===== src/rtl/uart_tx_fifo.sv =====
// uart_tx_fifo: UART transmitter with an internal TX FIFO.
//
// Words written by the host are queued in a small FIFO. Frames go out
// back to back for as long as the FIFO holds data. Each word is copied into
// a shift register when its frame starts, so later host writes cannot
// disturb the frame that is already on the line.
//
// Frame layout: 1 start bit (low), DATA_BITS data bits sent LSB first, an
// optional parity bit, then STOP_BITS stop bits (high). Every bit lasts
// CLK_FRQ/BAUD clock cycles.
//
// Ports:
//   clk        system clock; all logic runs on its rising edge
//   rst        asynchronous reset, active low (0 = reset asserted)
//   axiiv      host data valid
//   axiid      host data word, sent LSB first
//   axiir      ready; high while the FIFO is not full
//   axiod      serial TX line, idles high
//   busy       high while a frame is on the line (start through last stop)
//   done       one-cycle pulse in the cycle after the last stop-bit period
//   fifo_count current FIFO occupancy
//   state_dbg  current FSM state (IDLE=0, START=1, DATA=2, PARITY=3, STOP=4)
//
// Handshake: a word is transferred on a rising edge where axiiv && axiir.
// axiir is a function of the registered occupancy only and never depends on
// axiiv. A host that sees axiir low keeps axiiv and axiid steady until it
// rises again.
module uart_tx_fifo #(
  parameter int CLK_FRQ    = 50_000_000,
  parameter int BAUD       = 9600,
  parameter int DATA_BITS  = 8,
  parameter int PARITY     = 0,
  parameter int STOP_BITS  = 1,
  parameter int FIFO_DEPTH = 4
) (
  input  logic                          clk,
  input  logic                          rst,
  input  logic                          axiiv,
  input  logic [DATA_BITS-1:0]          axiid,
  output logic                          axiir,
  output logic                          axiod,
  output logic                          busy,
  output logic                          done,
  output logic [$clog2(FIFO_DEPTH):0]   fifo_count,
  output logic [2:0]                    state_dbg
);

  localparam int CPB   = CLK_FRQ / BAUD;
  // One counter times both single bits and the whole stop period.
  localparam int CNT_W = $clog2(CPB * STOP_BITS) + 1;
  localparam int PTR_W = $clog2(FIFO_DEPTH);
  localparam int IDX_W = $clog2(DATA_BITS + 1);

  localparam logic [CNT_W-1:0] BIT_LAST  = CNT_W'(CPB - 1);
  localparam logic [CNT_W-1:0] STOP_LAST = CNT_W'(CPB * STOP_BITS - 1);
  localparam logic [IDX_W-1:0] DATA_LAST = IDX_W'(DATA_BITS - 1);
  localparam logic [PTR_W:0]   FULL      = (PTR_W + 1)'(FIFO_DEPTH);

  typedef enum logic [2:0] {
    S_IDLE   = 3'd0,
    S_START  = 3'd1,
    S_DATA   = 3'd2,
    S_PARITY = 3'd3,
    S_STOP   = 3'd4
  } state_t;

  // ---------------------------------------------------------------- FIFO
  logic [DATA_BITS-1:0] mem [FIFO_DEPTH];
  logic [PTR_W-1:0]     wr_ptr;
  logic [PTR_W-1:0]     rd_ptr;
  logic                 push;
  logic                 pop;
  logic                 fifo_empty;
  logic [DATA_BITS-1:0] head;

  assign axiir      = (fifo_count != FULL);
  assign push       = axiiv && axiir;
  assign fifo_empty = (fifo_count == '0);
  assign head       = mem[rd_ptr];

  // Occupancy is kept separately from the pointers. A push and a pop on the
  // same edge leave it unchanged, even when the FIFO is full: the pop frees
  // the slot, but axiir still reflects the pre-edge count, so no push can
  // happen on that edge anyway.
  always_ff @(posedge clk or negedge rst) begin
    if (!rst) begin
      wr_ptr     <= '0;
      rd_ptr     <= '0;
      fifo_count <= '0;
    end else begin
      if (push) wr_ptr <= wr_ptr + PTR_W'(1);
      if (pop)  rd_ptr <= rd_ptr + PTR_W'(1);
      case ({push, pop})
        2'b10:   fifo_count <= fifo_count + (PTR_W + 1)'(1);
        2'b01:   fifo_count <= fifo_count - (PTR_W + 1)'(1);
        default: fifo_count <= fifo_count;
      endcase
    end
  end

  always_ff @(posedge clk) begin
    if (push) mem[wr_ptr] <= axiid;
  end

  // ----------------------------------------------------------------- FSM
  state_t               state, state_n;
  logic [CNT_W-1:0]     cnt, cnt_n;
  logic [IDX_W-1:0]     bit_idx, bit_idx_n;
  logic [DATA_BITS-1:0] shift_reg, shift_n;
  logic                 par_bit, par_n;
  logic                 done_n;
  logic                 last_bit;
  logic                 head_par;

  assign last_bit = (cnt == BIT_LAST);
  // Odd parity makes the total count of ones odd; even makes it even.
  assign head_par = (PARITY == 1) ? ~^head : ^head;

  always_ff @(posedge clk or negedge rst) begin
    if (!rst) begin
      state     <= S_IDLE;
      cnt       <= '0;
      bit_idx   <= '0;
      shift_reg <= '0;
      par_bit   <= 1'b0;
      done      <= 1'b0;
    end else begin
      state     <= state_n;
      cnt       <= cnt_n;
      bit_idx   <= bit_idx_n;
      shift_reg <= shift_n;
      par_bit   <= par_n;
      done      <= done_n;
    end
  end

  always_comb begin
    state_n   = state;
    cnt_n     = cnt;
    bit_idx_n = bit_idx;
    shift_n   = shift_reg;
    par_n     = par_bit;
    done_n    = 1'b0;
    pop       = 1'b0;
    case (state)
      S_IDLE: begin
        if (!fifo_empty) begin
          pop     = 1'b1;
          shift_n = head;
          par_n   = head_par;
          cnt_n   = '0;
          state_n = S_START;
        end
      end
      S_START: begin
        if (last_bit) begin
          cnt_n     = '0;
          bit_idx_n = '0;
          state_n   = S_DATA;
        end else begin
          cnt_n = cnt + CNT_W'(1);
        end
      end
      S_DATA: begin
        if (last_bit) begin
          cnt_n   = '0;
          shift_n = shift_reg >> 1;
          if (bit_idx == DATA_LAST) begin
            state_n = (PARITY != 0) ? S_PARITY : S_STOP;
          end else begin
            bit_idx_n = bit_idx + IDX_W'(1);
          end
        end else begin
          cnt_n = cnt + CNT_W'(1);
        end
      end
      S_PARITY: begin
        if (last_bit) begin
          cnt_n   = '0;
          state_n = S_STOP;
        end else begin
          cnt_n = cnt + CNT_W'(1);
        end
      end
      S_STOP: begin
        // The stop period is timed as one long interval of
        // STOP_BITS * CPB cycles.
        if (cnt == STOP_LAST) begin
          done_n = 1'b1;
          cnt_n  = '0;
          if (!fifo_empty) begin
            // The next frame starts with no idle gap.
            pop     = 1'b1;
            shift_n = head;
            par_n   = head_par;
            state_n = S_START;
          end else begin
            state_n = S_IDLE;
          end
        end else begin
          cnt_n = cnt + CNT_W'(1);
        end
      end
      default: state_n = S_IDLE;
    endcase
  end

  // The line is decoded from registered state, so it goes high at the same
  // moment as an asynchronous reset.
  always_comb begin
    axiod = 1'b1;
    case (state)
      S_START:  axiod = 1'b0;
      S_DATA:   axiod = shift_reg[0];
      S_PARITY: axiod = par_bit;
      default:  axiod = 1'b1;
    endcase
  end

  assign busy      = (state != S_IDLE);
  assign state_dbg = state;

endmodule


===== config.mk =====
export PLATFORM = sky130hd
export DESIGN_NAME = uart_tx_fifo
export DESIGN_NICKNAME = d
export VERILOG_FILES = /design/src/rtl/uart_tx_fifo.sv
export SDC_FILE = /design/constraint.sdc
export NUM_CORES = 1
export LEC_CHECK = 0
export CAP_MARGIN = 20
export CORE_MARGIN = 3
export CORE_UTILIZATION = 35
export DETAILED_ROUTE_END_ITERATION = 8
export SYNTH_ARGS = -nofsm -noshare
export SYNTH_HDL_FRONTEND = slang
export SYNTH_SLANG_ARGS = --single-unit

===== constraint.sdc =====
create_clock -name clk -period 3.16 [get_ports clk]
set_clock_uncertainty 0.15 [all_clocks]
set_input_delay 0.474 -clock clk [delete_from_list [all_inputs] [get_ports clk]]
set_output_delay 0.474 -clock clk [all_outputs]
set_load 0.01 [all_outputs]

==> reports/summary.txt <==
Die Wd = 103 um
DR pass1 iterations = 4
Area after DPL = 3560 um^2
FFs w/ async S/R, synth = 54.3%
Max incr delay on CP = 410 ps
Synth top area share = 29.3%
CTS tree = yes
Hold_ws = 71.4 ps
First-pass GRT wire length = 10,300 um
Root buf cell = clkbuf_8
RSZ-0062 raised after global routing = false
CP cell instances = ha_1 > and4_1 > nand4_1 > a21boi_2 > ha_1 > inv_1 > fa_1 > xor2_1 > nor2_1 > xor2_1
Routed Antenna Nets = 0
YS warnings = 0
Die area = 10,600 um^2
Max FO, Critical Path = 6
Slowest-stage cell, CP = dfrtp_1
Post-CTS Setup Repair Bufs = 0
Largest net degree at the start of global routing = 39
Post-synthesis net count = 282
Maxcap violations = 0
Total Wirelength = 5860 um
Post-CTS sizing = 0
Status = completed
Layout cells sized above 1 = 12.4%
Gate Count Post-Synth = 263
Top Ports = 21
P per Cell Area = 582 nW/um^2
Synthesis-to-finish area growth = 14.2%
Leak = 1.50 nW
Routability cong. = 0.769
Rows = 34
Final setup TNS = 0 ps
Number of global-route vias before repair = 2,092
Final Hold Viols = 0
Critical Path Start Type = register
DP Wirelength = 4100 um
Tcrit/Tclk final = 83.6%
Crit path kind = reg -> reg
Residual DRC count = 0
Max Slew Vio Count = 0
Clk_lat worst skew = 340 ps
Worst Path Arrival = 2760 ps
Peak supply drop = 0.000364 V
Number of register bits inferred by synthesis = 70
Synth area leaders = edfxtp_1 29%, dfrtp_1 29%, mux4_2 5.5%
Clk sink count = 70
Die height = 103 um
Buffers & Inverters on Critical Path = 1
Max Freq = 0.379 GHz
Via/cell ratio = 5.08
Clk pin slew, worst setup/hold paths = 90 ps
Mapped cell area = 3280 um^2
CP required = 3280 ps
Synth unique cells = 44
Largest register FFs = 32
GRT Total Usage = 12.7%
Synth area leader = edfxtp_1
Top delay family on crit path = adder cells
# H-tree levels = 3
Critical path endpoint category = register
Main synth FF type = dfrtp_1
Port Buf Inserts = 20
# diodes = 0
Final Util = 42.1%
Fin nets = 305
Worst min path class = in -> async
# hold bufs at CTS = 0
First-iteration detailed-routing DRC count = 118
Routed len/inst = 14.7 um
Post-synth EDFFs = 32
Initial Util = 36.9%
Slew headroom = 44.2%
CORE AREA = 8890 um^2
Final instance area = 3750 um^2
Total CTS buffers = 9
Syn_area_per_cell = 12.5 um^2
Tmin final = 2640 ps
Total number of vias = 2,026
Sequential share of the synthesized area = 58.3%
Initial antenna violation count = 0
Gr ovfl total = 0
Final setup viols = 0
Actual slew at the worst max-slew pin = 837 ps
Clk buf depth = 2
[layout by cell type, fill, tap and decap left out, types with 2 or more instances in the layout]
| master | count |
|---|---|
| inv_6 | 3 |
| nand2b_1 | 5 |
| and3_1 | 7 |
| dfrtp_1 | 38 |
| a31o_2 | 2 |
| ha_1 | 7 |
| nor3b_1 | 2 |
| and2_1 | 3 |
| o31ai_1 | 4 |
| o21ai_0 | 10 |
| clkdlybuf4s50_1 | 19 |
| clkbuf_8 | 9 |
| nand2_1 | 14 |
| o21bai_1 | 2 |
| nand4_1 | 2 |
| xnor2_1 | 15 |
| and4_1 | 2 |
| buf_4 | 2 |
| mux4_2 | 8 |
| nor2_1 | 26 |
| edfxtp_1 | 32 |
| mux2i_1 | 10 |
| xor2_1 | 3 |
| clkinvlp_4 | 2 |
| a21oi_1 | 12 |
| nand3_1 | 13 |
| or2_2 | 2 |
| a22o_1 | 2 |
| inv_1 | 11 |
| nor3_1 | 5 |
[per-layer routing]
metal,share of wire [%],GRT usage [%],vias up
li1,-,-,999
met1,47,17.0,988
met2,48,20.0,33
met3,4.1,3.18,6
met4,0.68,5.08,0
met5,0,0,-
[path summary, 6_finish.rpt]
| check | cells past startpoint | slack, ps | to | startpoint |
|---|---|---|---|---|
| setup / recovery | 10 | 520 | fifo_count[2] | cnt[0] |
| hold / removal | 1 | 70 | bit_idx[2] | rst |
| setup reg to reg | 10 | 520 | fifo_count[2] | cnt[0] |
| hold reg to reg | 1 | 370 | bit_idx[0] | bit_idx[0] |
| max in group asynchronous | 1 | 2240 | shift_reg[0] | rst |
| min in group clk | 1 | 370 | bit_idx[0] | bit_idx[0] |
[metrics by stage]
| step | instances | worst slack (ps) | power, mW |
|---|---|---|---|
| final | 399 | 519 | 2.18 |
| after global routing | 399 | 369 | 2.31 |
| after CTS | 399 | 529 | 2.21 |
| after detailed placement | 383 | 537 | 1.53 |
| after global placement | 383 | 626 | 1.52 |
| after floorplan | 263 | 502 | 1.37 |
[synthesized netlist by cell type (2+ instances only)]
library cell  instances
o21ai_0              10
a21oi_1              12
xor2_1                3
edfxtp_1             32
nand4_1               2
nor3_1                5
and3_1                7
mux2i_1              10
clkbuf_1              4
o31ai_1               4
and2_1                3
nor3b_1               2
ha_1                  7
nand2b_1              5
mux4_2                8
or2_2                 2
dfrtp_1              38
buf_6                 3
o21bai_1              2
nand3_1              13
nor2_1               26
inv_1                11
nand2_1              14
a22o_1                2
a31o_2                2
xnor2_1              15
and4_1                2
buf_2                 3
[worst reg2reg max path: cells and delay by family (launching register included)]
kind	cells	cell delay (ps)
and+or+nand+nor	3	450
AOI/OAI and AO/OA	1	320
DFF	1	410
buffers and inverters	1	60
adders and majority gates	3	880
xor gates and xnor gates	2	300
[power by group]
group | internal (mW) | switching [mW] | leakage (nW)
Combinational | 0.175 | 0.205 | 0.635
Sequential | 1.08 | 0.0455 | 0.772
Clock | 0.300 | 0.378 | 0.0888
[cell type report]
type | count | area [um^2]
timing repair buffer | 22 | 210
inverter | 11 | 41.3
sequential | 70 | 1910
tap | 108 | 135
clock inverter | 7 | 61.3
multi-input combinational | 172 | 1260
fill | 841 | 5140
clock buffer | 9 | 124
[cells by family after synthesis]
family | synth area share [%]
multiplexers | 8.55
AO/OA/AOI/OAI | 8.55
adder cells (fa/ha/maj) | 3.28
XOR/XNOR | 4.81
buffers and inverters | 3.20
AND/OR/NAND/NOR | 13.3
flip-flops | 58.3
Note: power is estimated with default switching activity, not from simulation.
